[src/rtl/cdc_2phase_pkg.sv]
// rtl/cdc_2phase_pkg.sv - shared types and toggle-protocol constants for the two-phase CDC pair
package cdc_2phase_pkg;

    typedef enum logic {
        IDLE = 1'b0,
        WAIT = 1'b1
    } cdc_state_e;

    // Both ends of the handshake start from the same toggle level after reset.
    localparam logic REQ_RESET = 1'b0;
    localparam logic ACK_RESET = 1'b0;

    function automatic int cnt_width(input int timeout_cycles);
        int w;
        w = $clog2(timeout_cycles + 1);
        return (w < 1) ? 1 : w;
    endfunction

endpackage

[src/rtl/sync_sr.sv]
// rtl/sync_sr.sv - multi-flop synchronizer chain with synchronous active-high reset
module sync_sr
    import cdc_2phase_pkg::*;
#(
    parameter int STAGES = 2
) (
    input  logic clk_i,
    input  logic rst_i,
    input  logic d_i,
    output logic q_o
);

    logic [STAGES-1:0] r_chain;

    always_ff @(posedge clk_i) begin
        if (rst_i) begin
            r_chain <= {STAGES{ACK_RESET}};
        end else begin
            r_chain <= {r_chain[STAGES-2:0], d_i};
        end
    end

    assign q_o = r_chain[STAGES-1];

endmodule

[src/rtl/cdc_2phase_src.sv]
// rtl/cdc_2phase_src.sv - source half of a two-phase toggle CDC handshake
module cdc_2phase_src
    import cdc_2phase_pkg::*;
#(
    parameter int DATA_WIDTH     = 32,
    parameter int SYNC_STAGES    = 2,
    parameter int TIMEOUT_CYCLES = 0
) (
    input  logic                  clk_i,
    input  logic                  rst_i,
    input  logic                  valid_i,
    output logic                  ready_o,
    input  logic [DATA_WIDTH-1:0] data_i,
    output logic                  async_req_o,
    output logic [DATA_WIDTH-1:0] async_data_o,
    input  logic                  async_ack_i,
    output logic                  busy_o,
    output logic                  timeout_o
);

    localparam int CW = cnt_width(TIMEOUT_CYCLES);
    localparam logic [CW-1:0] CNT_MAX  = CW'(TIMEOUT_CYCLES);
    localparam logic [CW-1:0] CNT_LAST = CW'((TIMEOUT_CYCLES > 0) ? TIMEOUT_CYCLES - 1 : 0);

    cdc_state_e            r_state;
    logic                  r_req;
    logic [DATA_WIDTH-1:0] r_data;
    logic [CW-1:0]         r_cnt;
    logic                  r_to;
    logic                  w_ack_sync;
    logic                  w_ack_match;
    logic                  w_ready;

    sync_sr #(
        .STAGES(SYNC_STAGES)
    ) u_ack_sync (
        .clk_i(clk_i),
        .rst_i(rst_i),
        .d_i  (async_ack_i),
        .q_o  (w_ack_sync)
    );

    // A stale ack level after a one-sided reset keeps ready low until it drains.
    assign w_ack_match = (w_ack_sync == r_req);
    assign w_ready     = (r_state == IDLE) && w_ack_match;

    always_ff @(posedge clk_i) begin
        if (rst_i) begin
            r_state <= IDLE;
            r_req   <= REQ_RESET;
            r_data  <= '0;
            r_cnt   <= '0;
            r_to    <= 1'b0;
        end else begin
            case (r_state)
                IDLE: begin
                    if (valid_i && w_ready) begin
                        r_data  <= data_i;
                        r_req   <= ~r_req;
                        r_cnt   <= '0;
                        r_state <= WAIT;
                    end
                end
                WAIT: begin
                    if (w_ack_match) begin
                        r_state <= IDLE;
                    end else if (TIMEOUT_CYCLES > 0) begin
                        if (r_cnt != CNT_MAX) begin
                            r_cnt <= r_cnt + CW'(1);
                        end
                        if (r_cnt == CNT_LAST) begin
                            r_to <= 1'b1;
                        end
                    end
                end
                default: r_state <= IDLE;
            endcase
        end
    end

    assign ready_o      = w_ready;
    assign busy_o       = (r_state == WAIT);
    assign async_req_o  = r_req;
    assign async_data_o = r_data;
    assign timeout_o    = r_to;

endmodule

[config.mk]
export PLATFORM = sky130hd
export DESIGN_NAME = cdc_2phase_src
export DESIGN_NICKNAME = d
export VERILOG_FILES = /design/src/rtl/cdc_2phase_pkg.sv /design/src/rtl/sync_sr.sv /design/src/rtl/cdc_2phase_src.sv
export SDC_FILE = /design/constraint.sdc
export NUM_CORES = 1
export LEC_CHECK = 0
export BUFFER_PORTS_ARGS = -buffer_cell sky130_fd_sc_hd__clkbuf_2
export CORE_MARGIN = 8
export CORE_UTILIZATION = 35
export DETAILED_ROUTE_END_ITERATION = 8
export GPL_TIMING_DRIVEN = 0
export SETUP_SLACK_MARGIN = 0.4
export SLEW_MARGIN = 5
export SYNTH_ARGS = -nofsm -noshare
export SYNTH_HDL_FRONTEND = slang
export SYNTH_SLANG_ARGS = --single-unit
[constraint.sdc]
create_clock -name clk_i -period 1.4 [get_ports clk_i]
set_input_delay 0.14 -clock clk_i [delete_from_list [all_inputs] [get_ports clk_i]]
set_output_delay 0.14 -clock clk_i [all_outputs]
set_load 0.01 [all_outputs]
# Word level (Yosys, flattened, before mapping)
# Cells that the tools add are included.
[totals]
reg_bits = 36
output_inout_bits = 36
[op_classes]
eq_ne = 1
mux = 3
bitwise = 2
n_reduce_logical = 3
[op_table]
columns = ["op", "n"]
rows = [
  ["$logic_and A1 B1 Y1", 2],
  ["$mux W1", 2],
  ["$not A1 Y1", 2],
  ["$pmux W1 S2", 1],
  ["$reduce_and A2 Y1", 1],
  ["$eq A1 B1 Y1", 1],
]

# Logic depth before layout (Yosys ltp)
# Gate-level depths: netlist of run 1.
[logic_depth]
depth_word = 5
depth_mapped = 5

# Hierarchy
# Synthesis of run 1 repeated with hierarchy kept, for this count alone.
[unflattened]
hier_cells = 155
area_unflattened_um2 = 1620.3
[by_module_without_submodules]
columns = ["module", "instances", "cells_each", "area_each_um2", "seq_area_each_um2"]
rows = [
  ["cdc_2phase_src", 1, 151, 1567.8, 680.7],
  ["sync_sr", 1, 4, 52.6, 40.0],
]

# Worst setup path before layout of run 1
# No wires, ideal clock.
[synth_path]
path_type = "reg2reg"
startpoint = "register r_state, in the netlist busy_o"
endpoint = "register r_data[0], in the netlist async_data_o[0]"
setup_ps = 72
arrival_time_ps = 1155
setup_slack_ps = 173
stages_incl_launch_ff = 6
period_less_slack_ps = 1227
path_cell_list = "dfxtp_1 nor2b_1 nor2b_1 buf_6 buf_12 mux2i_1"
[synth_via]
elab_chain_len = 4
[synth_rtl]
columns = ["item", "line_no", "text"]
rows = [
  ["start: declaration", "cdc_2phase_src.sv:25", "cdc_state_e r_state;"],
  ["start signal: assignment", "cdc_2phase_src.sv:49", "r_state <= IDLE;"],
  ["start signal: assignment", "cdc_2phase_src.sv:61", "r_state <= WAIT;"],
  ["start signal: assignment", "cdc_2phase_src.sv:66", "r_state <= IDLE;"],
  ["$not A1 Y1 (*)", "--", ""],
  ["$logic_and A1 B1 Y1", "cdc_2phase_src.sv:45", "assign w_ready = (r_state == IDLE) && w_ack_match;"],
  ["$logic_and A1 B1 Y1", "cdc_2phase_src.sv:57", "if (valid_i && w_ready) begin"],
  ["$reduce_and A2 Y1 (no line) (*)", "--", ""],
  ["end signal: assignment", "cdc_2phase_src.sv:58", "r_data <= data_i;"],
  ["end: declaration", "cdc_2phase_src.sv:27", "logic [DATA_WIDTH-1:0] r_data;"],
]
# Mark *: on every way between the ends. The rest lies on a longest branch, timed or not.
# A chain may end at the register's enable or synchronous reset.

# Final worst setup path of run 1
[layout_path]
startpoint = "register u_ack_sync.r_chain[1]"
endpoint = "register r_data[0], in the netlist async_data_o[0]"
[layout_via]
elab_chain_len = 4
[layout_rtl]
columns = ["item", "line_no", "text"]
rows = [
  ["start: declaration", "sync_sr.sv:13", "logic [STAGES-1:0] r_chain;"],
  ["start signal: assignment", "sync_sr.sv:17", "r_chain <= {STAGES{ACK_RESET}};"],
  ["start signal: assignment", "sync_sr.sv:19", "r_chain <= {r_chain[STAGES-2:0], d_i};"],
  ["$eq A1 B1 Y1", "cdc_2phase_src.sv:44", "assign w_ack_match = (w_ack_sync == r_req);"],
  ["$logic_and A1 B1 Y1", "cdc_2phase_src.sv:45", ""],
  ["$logic_and A1 B1 Y1", "cdc_2phase_src.sv:57", ""],
  ["$reduce_and A2 Y1 (no line)", "--", ""],
]
# No other way between the ends.

==> run metrics, run 1 <==
result of the run=completed; Post-Layout Cell Count=287; antenna-violating nets left=0; via count of the first global-routing pass=roughly 1300; final cycle utilization of the critical path=0.878; setup TNS=0 ns; cell types with the largest area share after synthesis=dfxtp_1, nand2b_1, mux2i_1, buf_12, clkbuf_1; wire length of the first global-routing pass=between 6 and 7 mm; number of synthesized flops with an enable pin=0; Clock Sink Count=36; number of vias per cell=about 4.3; clock transition time at the flip-flop clock pins of the worst setup and hold paths=about 0.070 ns; min-delay worst type=in -> reg; clock tree buffer depth=2; kind of critical path=reg -> reg; layout cells sized above 1=0.383; core footprint=between 0.004 and 0.005 mm²; vertical die dimension=about 84 µm; number of buffers created by CTS=5; instance area at placement=0.00205 mm²; total overflow reported by the global router=0; detailed-placement wirelength estimate=between 2 and 3 mm; launching element of the worst setup path=u_ack_sync.r_chain[1]; power per unit of standard cell area=1080 mW/mm²; largest net degree at the start of global routing=12; count of final max-slew check failures=0; sequential share of the synthesized area=0.445; fraction of synthesized cell area taken by the top area cell type=0.445; Pre-Repair DR Iteration Count=2; number of I/O port buffers=69; initial cell density of the core=0.367; setup slack at placement=between 0.15 and 0.2 ns; via count of the routed design=approximately 1200; switching power total=just over 0.6 mW; average detailed-routed wire length per instance=13.1 µm; library cell occupying the most area in the post-synthesis netlist=dfxtp_1; Clk pwr share=0.297; leading cell types by count after synthesis=nand2b_1, dfxtp_1, mux2i_1, clkbuf_1, nor2b_1; Syn Area/Cell=10.5 µm²; Crit path required time=1.61 ns; Synth Instances=approximately 160; crit start category=flip-flop; die width=84.0 µm; synthesized flop and latch total=36; Final setup violation count=0; overall routing resource usage=0.107; final net count=between 200 and 300; sum of internal, switching and leakage power=2.36 mW; worst supply voltage drop on vdd=~0.44 mV; CTS tree=done; count of endpoints failing hold in the final timing report=0; number of cells in the design after placement=approximately 280; number of distinct library cells after synthesis=12; DRC violation count after routing=0; Yosys Warn Count=0; antenna violations before repair=0; final weighted congestion in routability-driven placement=0.697; Worst Setup End Kind=flip-flop; Final Core Density=0.495; critical path arrival=approximately 1.4 ns; Async SR Flop Fraction=0; total standard cell area after synthesis=about 0.0016 mm²; post-cts hold buffer count=0; DR iter-0 viols=37; fraction of power spent switching nets=0.264; leading register cell type out of synthesis=dfxtp_1; worst-case clock skew=approximately 0.0090 ns; Lkg Pwr=~1 nW; Layout area overhead=34.8%; start point of the worst min-delay path=data_i[21]; Pint=approximately 1.7 mW; hold slack final=roughly 0.09 ns; area of all placed cells without fillers=between 0.002 and 0.0025 mm²; number of maximum-capacitance violations=0; largest driver fanout on the critical path=10; total number of placement rows=24; post-synthesis net count=roughly 190; fraction of power consumed by sequential logic=0.489; achievable frequency=0.814 GHz; routed wire length=~3.8 mm; Die ar.=approximately 0.007 mm²; count of H-tree levels built during CTS=2; proportion of power drawn by combinational gates=0.214; clock insertion delay at the later pin of the skew report=slightly below 0.3 ns; Tmin final=1.23 ns; number of I/O pins=approximately 70; worst reg2reg path startpoint=u_ack_sync.r_chain[1]; Clock Root Buffer=clkbuf_8; most frequent cell after synthesis=nand2b_1; setup repair after global routing missed its margin=yes; worst-case setup margin in the final layout=0.171 ns; antenna cells=0
-- critical path: stages (launching register included) --
cell and delay, ns:
dfxtp_2 0.34, xor2_2 0.19, nor2b_2 0.13, buf_6 0.15, buf_12 0.15, mux2i_1 0.19
-- path summary, 6_finish.rpt --
| check | slack (ns) | cells past startpoint | to |
|---|---|---|---|
| worst max-delay path | 0.17 | 5 | async_data_o[0] |
| worst min-delay path | 0.09 | 3 | async_data_o[21] |
| worst max register to register | 0.17 | 5 | async_data_o[0] |
| worst min register to register | 0.44 | 1 | u_ack_sync.r_chain[1] |
-- final cells by class --
type / count / area, µm²
buffer: 12 / 105
clock buffer: 7 / 76.3
clock inverter: 1 / 5.00
fill: 445 / 2230
multi-input combinational: 107 / 808
sequential: 36 / 729
tap: 52 / 65.1
timing repair buffer: 72 / 395
-- layer usage --
metal / global-route usage / routed length [µm] / vias to the layer above
li1: - / - / 644
met1: 0.122 / 1720 / 528
met2: 0.162 / 1660 / 42
met3: 0.0508 / 321 / 7
met4: 0.0565 / 62 / 0
met5: 0 / 0 / -
-- cell families (layout without fill, tap and decap cells) --
logic type             Yosys count  count (layout)  synth area share
AND/OR/NAND/NOR                 71              71             0.269
flip-flops                      36              36             0.445
XOR/XNOR                         1               1            0.0100
multiplexers                    33              33             0.204
other                            1               1           0.00231
AO/OA/AOI/OAI                    1               1           0.00463
buffers and inverters           12              92            0.0649
-- cell usage in the layout, fill, tap and decap left out, types with 2 or more instances in the layout --
cell      count
buf_12        3
buf_4         2
buf_6         3
clkbuf_1      9
clkbuf_2     68
clkbuf_8      5
dfxtp_1      33
dfxtp_4       2
mux2i_1      32
nand2b_1     64
nor2_1        3
nor2b_1       2
-- registers in the layout (all words and copies together), names as in the netlist --
signal	cells
async_data_o	32
u_ack_sync.r_chain	2
async_req_o	1
busy_o	1
-- power by group through the flow --
stage          registers (mW)  logic [mW]  clock network (mW)
6_report                 1.15       0.504               0.700
5_1_grt                  1.17       0.551               0.775
4_1_cts                  1.15       0.491               0.741
3_5_place_dp             1.18       0.480                   0
3_3_place_gp             1.18       0.479                   0
2_1_floorplan            1.21       0.267                   0
-- what timing repair did --
| action | 4_1_cts | 5_1_grt |
|---|---|---|
| setup endpoints to repair | 33 | 34 |
| gates cloned | 0 | 1 |
| gates resized for setup | 0 | 5 |
| buffers inserted | 2 | 0 |
No activity file was read; power rests on OpenSTA's default activity.
==> inputs of run 2 (changes only) <==
CORE_UTILIZATION = 46   (was 35)
PLACE_DENSITY = 0.78   (was default)
==> run 2 against run 1 <==
Compared with the run above:
- sequential cell count stayed put
- core utilization is 14 points higher
- critical path type is now reg -> out
- fmax is 2.6% lower
- sequential power hardly changed
- via count is 0.25% lower
- sequential share of layout area is 2.1 points higher
- first-iteration DRC count is 2.7% lower
- worst setup slack worse by 0.033 ns
- register-to-register slack worse by 0.02 ns
- non-clock buffer count is 2 lower
- clock power is 31% lower
- hold slack worse by 0.073 ns
==> run metrics, run 2 (same netlist as run 1, synthesis figures left out) <==
via count of the routed design=approximately 1200; Pre-Repair DR Iteration Count=4; number of buffers created by CTS=5; worst-case clock skew=just under 0.008 ns; antenna-violating nets left=0; Post-Layout Cell Count=approximately 280; layout cells sized above 1=0.489; number of I/O pins=72; number of vias per cell=roughly 4.4; average detailed-routed wire length per instance=about 12 µm; min-delay worst type=in -> reg; Final Core Density=0.639; Worst Setup End Kind=primary output; largest net degree at the start of global routing=11; final cycle utilization of the critical path=0.901; count of fill cells added during filler insertion=roughly 300; core footprint=~0.0034 mm²; setup TNS=0 ns; die width=approximately 75 µm; antenna violations before repair=0; Final setup violation count=0; critical path cell sequence=xor2_4 > nor2_1 > buf_2; Tmin final=1.26 ns; overall routing resource usage=0.127; worst supply voltage drop on vdd=about 0.5 mV; hold slack final=~0.018 ns; number of maximum-capacitance violations=0; DRC violation count after routing=0; most used cells in the layout excluding fill and tap cells=clkbuf_2, nand2b_1, mux2i_1; total overflow reported by the global router=0; proportion of power drawn by combinational gates=0.225; leading cell type in the layout, fill and taps excluded=clkbuf_2; Largest register FFs=32; antenna cells=0; CTS tree=done; CP bufs+invs=1; power per unit of standard cell area=roughly 1000 mW/mm²; Crit path required time=roughly 1.3 ns; setup repair after global routing missed its margin=yes; post-cts hold buffer count=0; switching power total=0.568 mW; count of H-tree levels built during CTS=2; fraction of power spent switching nets=0.266; fraction of power consumed by sequential logic=0.548; Clock Root Buffer=clkbuf_4; maximum single-stage delay on the critical path=approximately 0.38 ns; initial cell density of the core=0.482; detailed-placement wirelength estimate=~2.7 mm; vertical die dimension=between 70 and 80 µm; final net count=268; via count of the first global-routing pass=approximately 1200; achievable frequency=0.792 GHz; result of the run=completed; count of endpoints failing hold in the final timing report=0; Clock Sink Count=36; family with the most delay on the worst path=flip-flops; largest driver fanout on the critical path=3; clock tree buffer depth=2; critical path arrival=approximately 1.1 ns; total number of placement rows=21; routed wire length=about 3.4 mm; Layout area overhead=32.6%; count of final max-slew check failures=0; clock transition time at the flip-flop clock pins of the worst setup and hold paths=0.10 ns; clock insertion delay at the later pin of the skew report=roughly 0.33 ns; final weighted congestion in routability-driven placement=approximately 0.74; DR iter-0 viols=36; number of cells in the design after placement=270; wire length of the first global-routing pass=5.40 mm; Lkg Pwr=0.979 nW; Pint=about 1.6 mW; crit start category=flip-flop; kind of critical path=reg -> out; Die ar.=about 0.0057 mm²; number of I/O port buffers=~70; Clk pwr share=0.227; cell with the largest stage delay on the worst path=dfxtp_4
==> run 2: cell count changes in the layout (fill, tap and decap cells not counted), sizes merged <==
cell | previous run | this run
buf | 8 | 10
clkbuf | 83 | 78
clkinv | 1 | 0
==> run 2: final cells by class <==
class | instances | area, µm² | share of cell area
repair buffers | 70 | 365 | 0.170
flip-flops and latches | 36 | 763 | 0.355
plain buffers | 12 | 105 | 0.0489
multi-input cells | 107 | 816 | 0.380
well taps | 46 | 57.6 | 0.0268
clock buffers | 6 | 41.3 | 0.0192
==> run 2: worst paths after layout <==
path	to	slack, ns	cells past startpoint	from
setup / recovery	ready_o	0.14	3	async_req_o
hold / removal	u_ack_sync.r_chain[0]	0.02	2	async_ack_i
setup reg to reg	async_data_o[4]	0.15	5	async_req_o
hold reg to reg	u_ack_sync.r_chain[1]	0.44	1	u_ack_sync.r_chain[0]
==> run 2: stage by stage <==
| step | cell area [µm²] | worst slack (ns) | total power, mW |
|---|---|---|---|
| finish | 2150 | 0.138 | 2.13 |
| global route | 2150 | 0.0747 | 2.27 |
| floorplan | 1640 | 0.276 | 1.48 |
| CTS | 2090 | 0.121 | 2.14 |
| detailed placement | 2040 | 0.197 | 1.65 |
| global placement | 2040 | 0.195 | 1.65 |
==> run 2: power by group through the flow <==
| stage | Clock (mW) | Sequential (mW) | Combinational [mW] |
|---|---|---|---|
| 6_report | 0.483 | 1.17 | 0.480 |
| 5_1_grt | 0.560 | 1.18 | 0.525 |
| 4_1_cts | 0.504 | 1.15 | 0.482 |
| 3_3_place_gp | 0 | 1.18 | 0.473 |
| 2_1_floorplan | 0 | 1.21 | 0.267 |
| 3_5_place_dp | 0 | 1.18 | 0.476 |
==> run 2: what timing repair did <==
action,CTS,global route
pin swaps,1,0
cloned,0,0
resized for setup,0,35
endpoints found under the setup margin,35,64
buffers inserted,1,0
==> run 2: layer usage <==
layer | wire, µm | GRT usage
met3 | 310 | 0.0461
met5 | 0 | 0
met4 | 78 | 0.0832
met2 | 1550 | 0.195
met1 | 1500 | 0.145
==> run 2: worst reg2reg max path, stage by stage (launching register included) <==
cell	delay [ns]
dfxtp_4	0.38
xor2_4	0.19
nor2b_2	0.12
buf_6	0.15
buf_12	0.15
mux2i_1	0.19
==> inputs of run 3 (changes only) <==
PLACE_DENSITY = default   (was 0.78)
PLACE_DENSITY_LB_ADDON = 0.15   (was default)
==> run 3 against run 2 <==
Compared with the run above:
- sequential share of layout area is 2.5 points lower
- register-to-register slack worse by 0.06 ns
- sequential power hardly changed
- via count is 8.1% higher
- highest routed layer unchanged
==> run metrics, run 3 (same netlist as run 1, synthesis figures left out) <==
core footprint=~0.0034 mm²; setup TNS=0 ns; achievable frequency=roughly 0.76 GHz; final weighted congestion in routability-driven placement=0.712; Lkg Pwr=between 1 and 1.5 nW; number of I/O port buffers=69; number of buffers created by CTS=5; largest net degree at the start of global routing=12; result of the run=completed; min-delay worst type=in -> reg; total number of placement rows=21; number of vias per cell=roughly 4.5; Pre-Repair DR Iteration Count=4; sum of internal, switching and leakage power=about 2.4 mW; Largest register FFs=32; Die ar.=~0.0057 mm²; antenna cells=0; die width=75.4 µm; worst-case setup margin in the final layout=0.0909 ns; vertical die dimension=75.4 µm; number of I/O pins=just over 70; detailed-placement wirelength estimate=a little under 3 mm; Clock Root Buffer=clkbuf_4; count of H-tree levels built during CTS=2; most used cells in the layout excluding fill and tap cells=nand2b_1, clkbuf_2, mux2i_1; CP bufs+invs=2; routed wire length=around 4.1 mm; hold slack final=between 0.02 and 0.025 ns; leading cell type in the layout, fill and taps excluded=nand2b_1; largest driver fanout on the critical path=6; Crit path required time=between 1.5 and 2 ns; antenna-violating nets left=0; clock transition time at the flip-flop clock pins of the worst setup and hold paths=around 0.11 ns; kind of critical path=reg -> reg; Worst Setup End Kind=flip-flop; Clock Sink Count=36; via count of the routed design=between 1000 and 1500; DRC violation count after routing=0; power per unit of standard cell area=a little over 1000 mW/mm²; Final setup violation count=0; worst supply voltage drop on vdd=~0.7 mV; initial cell density of the core=0.482; clock tree buffer depth=2; DR iter-0 viols=60; worst-case clock skew=~0.005 ns; clock insertion delay at the later pin of the skew report=between 0.3 and 0.4 ns; average detailed-routed wire length per instance=~14 µm; overall routing resource usage=0.141; CTS tree=done; Tmin final=roughly 1.3 ns; antenna violations before repair=0; maximum single-stage delay on the critical path=0.38 ns; critical path cell sequence=xor2_4 > nor2b_2 > buf_6 > clkbuf_16 > mux2i_1; critical path arrival=approximately 1.6 ns; wire length of the first global-routing pass=around 6 mm; crit start category=flip-flop; setup slack at placement=between 0.15 and 0.2 ns; cell with the largest stage delay on the worst path=dfxtp_4; via count of the first global-routing pass=roughly 1400; layout cells sized above 1=0.522; area of all placed cells without fillers=around 0.0023 mm²; count of final max-slew check failures=0; number of maximum-capacitance violations=0; Layout area overhead=43.6%; setup repair after global routing missed its margin=yes; count of endpoints failing hold in the final timing report=0; family with the most delay on the worst path=flip-flops; total overflow reported by the global router=0; final cycle utilization of the critical path=0.935; instance area at placement=around 0.002 mm²; final net count=282
-- run 3: cell count changes in the layout (fill, tap and decap cells not counted), sizes merged --
cell,before,now
buf,10,28
clkbuf,78,73
dlygate4sd3,0,2
clkinv,0,1
-- run 3: path summary, 6_finish.rpt --
kind	start	end	slack (ns)	depth (start not counted)
hold reg to reg	u_ack_sync.r_chain[0]	u_ack_sync.r_chain[1]	0.46	1
hold / removal	data_i[14]	async_data_o[14]	0.02	3
setup reg to reg	u_ack_sync.r_chain[1]	async_data_o[13]	0.09	5
setup / recovery	u_ack_sync.r_chain[1]	async_data_o[13]	0.09	5
-- run 3: report_power, final --
group	internal [mW]	leakage, nW	switching [mW]
clock	0.303	0.0404	0.347
sequential	1.12	0.309	0.0516
combinational	0.321	0.731	0.239
-- run 3: per-layer routing --
layer | GRT usage | part of all wire | vias up
met5 | 0 | 0 | -
met3 | 0.0566 | 0.077 | 5
met4 | 0.0512 | 0.0090 | 0
met1 | 0.152 | 0.40 | 596
met2 | 0.242 | 0.52 | 42
li1 | - | - | 674
-- run 3: stage by stage --
step / instances / utilization
after floorplan: 155 / -
after global placement: 270 / 0.606
after detailed placement: 270 / 0.606
after CTS: 280 / 0.638
after global routing: 293 / 0.692
final: 293 / 0.692
-- run 3: worst min-delay path, cell delays in order --
cell	delay, ns
clkbuf_2	0.08
nand2b_1	0.06
mux2i_1	0.06
-- run 3: what timing repair did --
| item | CTS | global route |
|---|---|---|
| pin swaps | 0 | 1 |
| endpoints found under the setup margin | 38 | 67 |
| setup buffers | 2 | 10 |
| cloned | 0 | 1 |
| gates resized for setup | 5 | 43 |
| endpoints found under the hold margin | 0 | 2 |
| hold buffers | 0 | 2 |
-- run 3: area by class of cell --
class                      count  area, µm²
multi-input combinational    107        816
clock buffer                   7       66.3
fill                         295       1040
clock inverter                 1       5.00
tap                           46       57.6
timing repair buffer          84        508
buffer                        12        105
sequential                    36        768
